==> src/rtl/traffic_conflict_monitor_pkg.sv <==
// Shared types and helpers for the traffic conflict monitor: fault causes,
// monitor states and small lamp-decoding functions.
package traffic_conflict_monitor_pkg;

    typedef enum logic [2:0] {
        NONE         = 3'd0,
        CONFLICT     = 3'd1,
        MULTI_LAMP   = 3'd2,
        DARK         = 3'd3,
        SHORT_YELLOW = 3'd4,
        SKIP_YELLOW  = 3'd5
    } fault_e;

    typedef enum logic [1:0] {
        MONITOR = 2'd0,
        PENDING = 2'd1,
        FAULT   = 2'd2,
        RECOVER = 2'd3
    } state_e;

    // Lamp vectors are {red, yellow, green}
    localparam logic [2:0] LAMP_RED = 3'b100;

    function automatic logic [1:0] lamp_count(input logic [2:0] lamps);
        return {1'b0, lamps[0]} + {1'b0, lamps[1]} + {1'b0, lamps[2]};
    endfunction

    function automatic fault_e pick_cause(input logic conflict,
                                          input logic skip_yellow,
                                          input logic short_yellow,
                                          input logic multi_lamp,
                                          input logic dark);
        if (conflict) begin
            return CONFLICT;
        end else if (skip_yellow) begin
            return SKIP_YELLOW;
        end else if (short_yellow) begin
            return SHORT_YELLOW;
        end else if (multi_lamp) begin
            return MULTI_LAMP;
        end else if (dark) begin
            return DARK;
        end else begin
            return NONE;
        end
    endfunction

endpackage

==> src/rtl/traffic_conflict_monitor_yellow_timer.sv <==
// Per-head lamp history: flags a green->red skip and a yellow phase that was
// shorter than MIN_YELLOW samples when the head turns red.
module yellow_timer
    import traffic_conflict_monitor_pkg::*;
#(
    parameter int unsigned MIN_YELLOW = 3
) (
    input  logic       clock,
    input  logic       reset,
    input  logic [2:0] lamps,
    output logic       skip_yellow,
    output logic       short_yellow
);

    logic       prev_green_r;
    logic       prev_yellow_r;
    logic [3:0] count_r;
    logic       red_only;

    // Previous-sample lamps and saturating yellow run length
    always_ff @(posedge clock or posedge reset) begin
        if (reset) begin
            prev_green_r  <= 1'b0;
            prev_yellow_r <= 1'b0;
            count_r       <= 4'd0;
        end else begin
            prev_green_r  <= lamps[0];
            prev_yellow_r <= lamps[1];
            if (lamps[1]) begin
                count_r <= (count_r == 4'hF) ? count_r : count_r + 4'd1;
            end else begin
                count_r <= 4'd0;
            end
        end
    end

    // History registers are zero after reset, so nothing fires on the first sample
    assign red_only     = (lamps == LAMP_RED);
    assign skip_yellow  = prev_green_r & red_only;
    assign short_yellow = prev_yellow_r & red_only & (count_r < 4'(MIN_YELLOW));

endmodule

==> src/rtl/traffic_conflict_monitor.sv <==
// Conflict monitor for a three-head intersection with turn arrow and
// pedestrian lamps; latches the first fault and requests all-red flash.
module traffic_conflict_monitor
    import traffic_conflict_monitor_pkg::*;
#(
    parameter int unsigned PERSIST        = 2,
    parameter int unsigned MIN_YELLOW     = 3,
    parameter int unsigned RECOVER_CYCLES = 4
) (
    input  logic       clock,
    input  logic       reset,
    input  logic [2:0] head1,
    input  logic [2:0] head2,
    input  logic [2:0] head3,
    input  logic       turn,
    input  logic       white,
    input  logic       orange,
    input  logic       clear_fault,
    output logic       fault,
    output logic       flash,
    output logic [2:0] fault_code
);

    state_e     state_r, state_n;
    fault_e     code_r, code_n;
    logic [3:0] persist_cnt_r, persist_cnt_n;
    logic [3:0] recover_cnt_r, recover_cnt_n;
    logic       latched_n;

    logic       perm1, perm2, perm3;
    logic       conflict, multi_lamp, dark, static_viol, all_red;
    logic [2:0] skip, short_y;
    logic       ev_skip, ev_short, static_latch;

    assign perm1 = head1[1] | head1[0];
    assign perm2 = head2[1] | head2[0];
    assign perm3 = head3[1] | head3[0];

    assign conflict   = (perm1 & (perm2 | perm3 | turn)) | (turn & perm2) |
                        (white & (perm1 | perm2 | perm3 | turn));
    assign multi_lamp = (lamp_count(head1) > 2'd1) | (lamp_count(head2) > 2'd1) |
                        (lamp_count(head3) > 2'd1) | (white & orange);
    assign dark       = (head1 == 3'b000) | (head2 == 3'b000) | (head3 == 3'b000) |
                        ~(white | orange);
    assign static_viol = conflict | multi_lamp | dark;
    assign all_red    = (head1 == LAMP_RED) & (head2 == LAMP_RED) & (head3 == LAMP_RED) &
                        ~turn & ~white & orange;

    yellow_timer #(.MIN_YELLOW(MIN_YELLOW)) u_timer1 (
        .clock(clock), .reset(reset), .lamps(head1),
        .skip_yellow(skip[0]), .short_yellow(short_y[0])
    );
    yellow_timer #(.MIN_YELLOW(MIN_YELLOW)) u_timer2 (
        .clock(clock), .reset(reset), .lamps(head2),
        .skip_yellow(skip[1]), .short_yellow(short_y[1])
    );
    yellow_timer #(.MIN_YELLOW(MIN_YELLOW)) u_timer3 (
        .clock(clock), .reset(reset), .lamps(head3),
        .skip_yellow(skip[2]), .short_yellow(short_y[2])
    );

    // Next-state, persistence/recovery counting and fault-cause selection
    always_comb begin
        state_n       = state_r;
        code_n        = code_r;
        persist_cnt_n = persist_cnt_r;
        recover_cnt_n = recover_cnt_r;
        ev_skip       = 1'b0;
        ev_short      = 1'b0;
        static_latch  = 1'b0;
        case (state_r)
            MONITOR, PENDING: begin
                ev_skip  = |skip;
                ev_short = |short_y;
                if (static_viol) begin
                    persist_cnt_n = persist_cnt_r + 4'd1;
                    static_latch  = (({1'b0, persist_cnt_r} + 5'd1) >= 5'(PERSIST));
                    state_n       = PENDING;
                end else begin
                    persist_cnt_n = 4'd0;
                    state_n       = MONITOR;
                end
                // Event faults bypass persistence; static causes compete only once persistent
                if (static_latch | ev_skip | ev_short) begin
                    state_n       = FAULT;
                    persist_cnt_n = 4'd0;
                    code_n        = pick_cause(static_latch & conflict, ev_skip, ev_short,
                                               static_latch & multi_lamp, static_latch & dark);
                end else begin
                    code_n = code_r;
                end
            end
            FAULT: begin
                if (clear_fault & all_red) begin
                    state_n       = RECOVER;
                    recover_cnt_n = 4'd0;
                end else begin
                    state_n = FAULT;
                end
            end
            RECOVER: begin
                if (!all_red) begin
                    state_n       = FAULT;
                    recover_cnt_n = 4'd0;
                end else if (({1'b0, recover_cnt_r} + 5'd1) >= 5'(RECOVER_CYCLES)) begin
                    state_n       = MONITOR;
                    recover_cnt_n = 4'd0;
                    code_n        = NONE;
                end else begin
                    recover_cnt_n = recover_cnt_r + 4'd1;
                end
            end
            default: begin
                state_n       = MONITOR;
                code_n        = NONE;
                persist_cnt_n = 4'd0;
                recover_cnt_n = 4'd0;
            end
        endcase
        latched_n = (state_n == FAULT) || (state_n == RECOVER);
    end

    // State, counters and registered outputs; flash is requested while held in reset
    always_ff @(posedge clock or posedge reset) begin
        if (reset) begin
            state_r       <= MONITOR;
            code_r        <= NONE;
            persist_cnt_r <= 4'd0;
            recover_cnt_r <= 4'd0;
            fault         <= 1'b0;
            flash         <= 1'b1;
        end else begin
            state_r       <= state_n;
            code_r        <= code_n;
            persist_cnt_r <= persist_cnt_n;
            recover_cnt_r <= recover_cnt_n;
            fault         <= latched_n;
            flash         <= latched_n;
        end
    end

    assign fault_code = code_r;

endmodule

==> config.mk <==
export PLATFORM = sky130hd
export DESIGN_NAME = traffic_conflict_monitor
export DESIGN_NICKNAME = d
export VERILOG_FILES = /design/src/rtl/traffic_conflict_monitor_pkg.sv /design/src/rtl/traffic_conflict_monitor_yellow_timer.sv /design/src/rtl/traffic_conflict_monitor.sv
export SDC_FILE = /design/constraint.sdc
export NUM_CORES = 1
export LEC_CHECK = 0
export ABC_AREA = 1
export CAP_MARGIN = 5
export CORE_AREA = 2 2 82 84
export CTS_CLUSTER_SIZE = 16
export DETAILED_ROUTE_END_ITERATION = 7
export DIE_AREA = 0 0 84 86
export SLEW_MARGIN = 20
export SYNTH_ARGS = -nofsm -noshare
export SYNTH_HDL_FRONTEND = slang
export SYNTH_SLANG_ARGS = --single-unit
export TNS_END_PERCENT = 10
==> constraint.sdc <==
create_clock -name clock -period 3.55 [get_ports clock]
set_input_delay 0.5325 -clock clock [delete_from_list [all_inputs] [get_ports clock]]
set_output_delay 0.5325 -clock clock [all_outputs]
set_load 0.05 [all_outputs]
# [After elaboration in Yosys (flattened, before gate mapping)]
# Cells that the tools add are included.
[classes] reduce_logical=12 bitwise=46 n_eq_ne=18 n_addsub=13 muxes=29 n_lt_le_gt_ge=8
[op_table] cell="two-way mux 4 bit" n=11
[op_table] cell="AND 1 bit" n=22
[op_table] cell="OR 1 bit" n=21
[op_table] cell="adder 4 x 1 -> 4 bit, second input constant" n=5
[op_table] cell="two-way mux 3 bit" n=6
[op_table] cell="inequality test 2 bit, second input constant" n=7
[op_table] cell="== test 4 bit, second input constant" n=3
[op_table] cell="< comparator 4 x 2 -> 1 bit, second input constant" n=3
[op_table] cell="adder 4 x 1 -> 5 bit, second input constant" n=2
[op_table] cell="two-way mux 2 bit" n=5
[op_table] cell="== test 3 bit, second input constant" n=3
[op_table] cell="zero test 3 bit" n=3
[op_table] cell="== test 2 bit, second input constant" n=4
[op_table] cell="one-hot mux 4 bit (2 select lines)" n=1
[op_table] cell="adder 1 x 1 -> 2 bit" n=3
[op_table] cell="adder 2 x 1 -> 2 bit" n=3
[op_table] cell="greater-than comparator 2 x 1 -> 1 bit, second input constant" n=3
[op_table] cell="one-hot mux 2 bit (3 select lines)" n=1
[op_table] cell="one-hot mux 3 bit (2 select lines)" n=1
[op_table] cell="OR reduction 3 bit" n=2
[op_table] cell=">= comparator 5 x 2 -> 1 bit, second input constant" n=1
[op_table] cell=">= comparator 5 x 3 -> 1 bit, second input constant" n=1
[op_table] cell="two-way mux 1 bit" n=4
[op_table] cell="AND reduction 4 bit" n=1
[op_table] cell="7 further kinds" n=10
[totals] inputBits=15 elab_cells=141 out_inout_bits=5 reg_bits=33

# [Logic depth before layout (Yosys ltp)]
[depth] ltp_word=18 depth_mapped=12 ltp_nobuf=12

# [Modules after synthesis]
# Synthesis repeated with hierarchy kept, for this count alone.
[unflattened] cells_unflattened=250 area_unflattened_um2=1889.3
[by_module_without_submodules] module="traffic_conflict_monitor" cells_per_inst=145 n_inst=1 area_per_inst_um2=1033.5 seq_area_each_um2=376.6
[by_module_without_submodules] module="yellow_timer" cells_per_inst=35 n_inst=3 area_per_inst_um2=285.3 seq_area_each_um2=150.1

# [Worst setup path before layout]
# No wires, ideal clock.
[synth_timing] path_type="input to register" from="input head1[0]" to="register code_r[0] (netlist: fault_code[0])" path_buffers=0 setup_slack_ps=1884 t_arrival_ps=1547 setup_time_ps=119 required_ps=3431 stages=9 path_cell_list="ha_1 > nand2_1 > nand3_1 > nor2_1 > nand2_2 > o21ai_4 > nand2_1 > nand3_1 > nand2_1"
[synth_between] elab_chain_cells=18 word_cells_on_any_way=48 cone_classes="2 x add/sub; 1 x order compare; 3 x eq/ne; 9 x mux; 29 x bitwise; 4 x reduce/logical"
[synth_lines] item="start: declaration" line="traffic_conflict_monitor.sv:12" source="input logic [2:0] head1,"
[synth_lines] item="adder 1 x 1 -> 2 bit or OR 1 bit (tied branches)" line="traffic_conflict_monitor_pkg.sv:25, traffic_conflict_monitor.sv:35"
[synth_lines] item="adder 2 x 1 -> 2 bit or OR 1 bit (tied branches)" line="traffic_conflict_monitor_pkg.sv:25, traffic_conflict_monitor.sv:40"
[synth_lines] item="greater-than comparator 2 x 1 -> 1 bit or OR 1 bit (tied branches)" line="traffic_conflict_monitor.sv:41, traffic_conflict_monitor.sv:40"
[synth_lines] item="OR 1 bit (on tied branches)" line="traffic_conflict_monitor.sv:41, traffic_conflict_monitor.sv:40"
[synth_lines] item="OR 1 bit or AND 1 bit (tied branches)" line="traffic_conflict_monitor.sv:41, traffic_conflict_monitor.sv:40"
[synth_lines] item="OR 1 bit (on tied branches)" line="traffic_conflict_monitor.sv:42, traffic_conflict_monitor.sv:39"
[synth_lines] item="OR 1 bit (2 in a row)" line="traffic_conflict_monitor.sv:45" source="assign static_viol = conflict | multi_lamp | dark;"
[synth_lines] item="two-way mux 1 bit" line="traffic_conflict_monitor.sv:75" source="if (static_viol) begin"
[synth_lines] item="two-way mux 1 bit" line="traffic_conflict_monitor.sv:71" source="case (state_r)"
[synth_lines] item="AND 1 bit" line="traffic_conflict_monitor.sv:88" source="static_latch & multi_lamp, static_latch & dark);"
[synth_lines] item="two-way mux 2 bit" line="traffic_conflict_monitor_pkg.sv:41" source="end else if (dark) begin"
[synth_lines] item="two-way mux 2 bit" line="traffic_conflict_monitor_pkg.sv:39" source="end else if (multi_lamp) begin"
[synth_lines] item="two-way mux 3 bit" line="traffic_conflict_monitor_pkg.sv:37" source="end else if (short_yellow) begin"
[synth_lines] item="two-way mux 3 bit" line="traffic_conflict_monitor_pkg.sv:35" source="end else if (skip_yellow) begin"
[synth_lines] item="two-way mux 3 bit" line="traffic_conflict_monitor_pkg.sv:33" source="if (conflict) begin"
[synth_lines] item="two-way mux 3 bit" line="traffic_conflict_monitor.sv:84" source="if (static_latch | ev_skip | ev_short) begin"
[synth_lines] item="one-hot mux 3 bit (2 select lines)" line="traffic_conflict_monitor.sv:71"
[synth_lines] item="end signal: assignment" line="traffic_conflict_monitor.sv:134" source="code_r <= code_n;"
[synth_lines] item="end: declaration" line="traffic_conflict_monitor.sv:25" source="fault_e code_r, code_n;"
# Several ways; a longest one is shown, not always the timed one. The select of a mux whose other input is x is not followed.
# A chain may end at the register's enable or synchronous reset.

# [Final worst setup path]
[layout_timing] from="register fault" to="output fault"
[layout_rtl] item="start: declaration" line="traffic_conflict_monitor.sv:19" source="output logic fault,"
[layout_rtl] item="start signal: assignment" line="traffic_conflict_monitor.sv:137" source="fault <= latched_n;"
# No word-level cell between the ends.

==> impl_metrics.yaml <==
detailed_routing:
  drc: 0
  viasPerCell: 4.53
  ant_nets: 0
  dr.pass1.iters: 4
  vias: 1553
  drt_wl_total_mm: 3.57
  wl_per_cell_um: 10.4
  drt_iter0_markers: 56
clock_tree:
  postCtsSetupBuffers: 0
  path_clk_slew_ns: 0.06
  cts_resized: 0
  cts_buffers: 5
  clock-sinks: 32
  htree_num_levels: 2
  cts_root_buf: "clkbuf_8"
  clock_path_buffers: 2
  clock_latency_ns: 0.28
  hold_buffers: 0
  tritoncts: "yes"
floorplan:
  io_pins: 20
  die_h_um: 86
  fp.dieW_um: 84
  start_util_pct: 29.4
  dieArea_um2: 7220
  rows: 29
  core_area_um2: 6280
critical_path:
  cp-start-kind: "flip-flop"
  end_kind: "primary output"
  critical_path_class: "reg -> out"
  path_cells: "clkdlybuf4s50_1"
  worstPathArrival_ns: 1.77
  slowest_stage: "clkdlybuf4s50_1"
  critical_path.max_stage_delay_ns: 0.89
  cpLargestDelayFamily: "buffers and inverters"
  cp_num_buf_inv: 1
  worstPathMaxFanout: 11
  worstPathRequired_ns: 3.02
synth:
  syn-num-nets: 264
  synth_cell_types: 25
  synth_area_leaders: "dfrtp_1 42%, nand2_1 12%, nand3_1 8.7%"
  ys_seq_elements: 32
  synth_warnings: 0
  avgSynthCellArea_um2: 7.71
  synth.cell_area_um2: 1840
  ys_seq_area_share_pct: 43.5
  synthCells: 239
  synth_top_cell_area_share_pct: 42.1
  yosys.area.top_type: "dfrtp_1"
finish:
  final_cell_mix: "59 x nand2_1, 42 x inv_1, 32 x nand3_1, 31 x dfrtp_1, 24 x nor2_1"
  finish.utilization_pct: 35.4
  final_layout_size_suffix_gt1_share_pct: 9.02
  num_antenna_cells: 0
  final_nets: 290
  fillCellCount: 659
  area_delta_synth_final_pct: 20.4
  final_common_cell: "nand2_1"
timing:
  rsz0062_at_grt: "no"
  worst_pin_slew_ns: 0.503
  setup_viol: 0
  tns_ns: 0
  fmax_ghz: 0.435
  hold_ws_ns: 0.477
  slew_violations: 0
  fin_skew_ns: 0.00371
  slew_headroom_pct: 66.4
  min_period_ns: 2.30
  post-route-period-util_pct: 64.8
  hold_viol_final: 0
power_and_ir_drop:
  power-per-cell-area_nw_per_um2: 367
  p_seq_share_pct: 48.3
  p_int_uw: 594
  p_switching_uw: 221
  power_frac_comb_pct: 17.0
  leakage_uw: 0.00116
  p_sw_share_pct: 27.2
  clock_power_share_pct: 34.7
  vdd_drop_max_mv: 0.197
flow_run:
  maxCapViolCount: 0
grt:
  grt-ovfl-total: 0
  antenna_found_initial: 0
  grt.total_usage_pct: 10.9
  grt_pass1_vias: 1446
  grt_max_degree: 33
  grt_pass1_wl_mm: 6.35
status:
  status: "completed"
placed_design:
  port_buffers: 19
  dp_hpwl_mm: 2.77
  gp_congestion: 0.835
worst_hold_path:
  worst_hold_path_type: "reg -> reg"
[metal layers]
metal,part of all wire [%],track usage (%)
met1,48,13.8
met4,1.0,3.52
met3,3.8,2.98
met2,47,18.3
met5,0,0
[logic make-up after synthesis]
logic type	Yosys count	synth area share, %
xor+xnor	1	0.475
fa+ha+maj	10	6.79
simple gates	138	34.4
flops	32	43.5
mux	3	1.63
compound gates	11	4.01
buf+inv	44	9.16
[cells in the mapped netlist, drive strengths merged]
master and n:
nand2 65, inv 43, nand3 33, dfrtp 31, nor2 28, ha 10
o21ai 7, nand4 4, nor3 4, mux2i 3, nand3b 3, a211oi 2
a21oi 1, buf 1, dfstp 1, o31ai 1, or2 1, xor2 1
[flip-flops by register name, indices dropped and copies added (netlist names), 3 cells and up]
register,flops
recover_cnt_r,4
persist_cnt_r,4
u_timer2.count_r,4
fault_code,3
u_timer3.count_r,4
u_timer1.count_r,4
[final timing paths]
path / start / endpoint / slack (ns) / cells after the start
worst max register to register: persist_cnt_r[0]$_DFFE_PP0P_ / fault_code[0]$_DFFE_PP0P_ / 1.92 / 11
worst max-delay path: fault$_DFF_PP0_ / fault / 1.25 / 1
min in group asynchronous: reset / recover_cnt_r[2]$_DFFE_PP0P_ / 0.63 / 3
max in group asynchronous: reset / flash$_DFF_PP1_ / 2.59 / 3
worst min-delay path: fault_code[0]$_DFFE_PP0P_ / fault_code[0]$_DFFE_PP0P_ / 0.48 / 2
worst min register to register: fault_code[0]$_DFFE_PP0P_ / fault_code[0]$_DFFE_PP0P_ / 0.48 / 2
[power by group through the flow]
| stage | Combinational (uW) | Sequential, uW | Clock, uW |
|---|---|---|---|
| after floorplan | 81.7 | 409 | 0 |
| after detailed placement | 140 | 400 | 0 |
| final | 139 | 393 | 283 |
| after global placement | 139 | 400 | 0 |
| after CTS | 141 | 394 | 295 |
| after global routing | 158 | 397 | 312 |
[layout make-up]
class / instances / area, um^2 / share of cell area (%)
inverter: 43 / 161 / 7.27
clock buffer: 8 / 90.1 / 4.06
tap: 77 / 96.3 / 4.34
sequential: 32 / 802 / 36.1
multi-input combinational: 163 / 872 / 39.3
timing repair buffer: 20 / 198 / 8.91
[per-stage QoR]
stage	std cells	power [uW]	instance area (um^2)	worst slack, ns
after floorplan	239	491	1840	1.88
after global placement	335	539	2130	1.23
after detailed placement	335	540	2130	1.20
after CTS	343	830	2220	1.23
after global routing	343	867	2220	1.17
final	343	815	2220	1.25
Power figures use the tool's default switching activity.
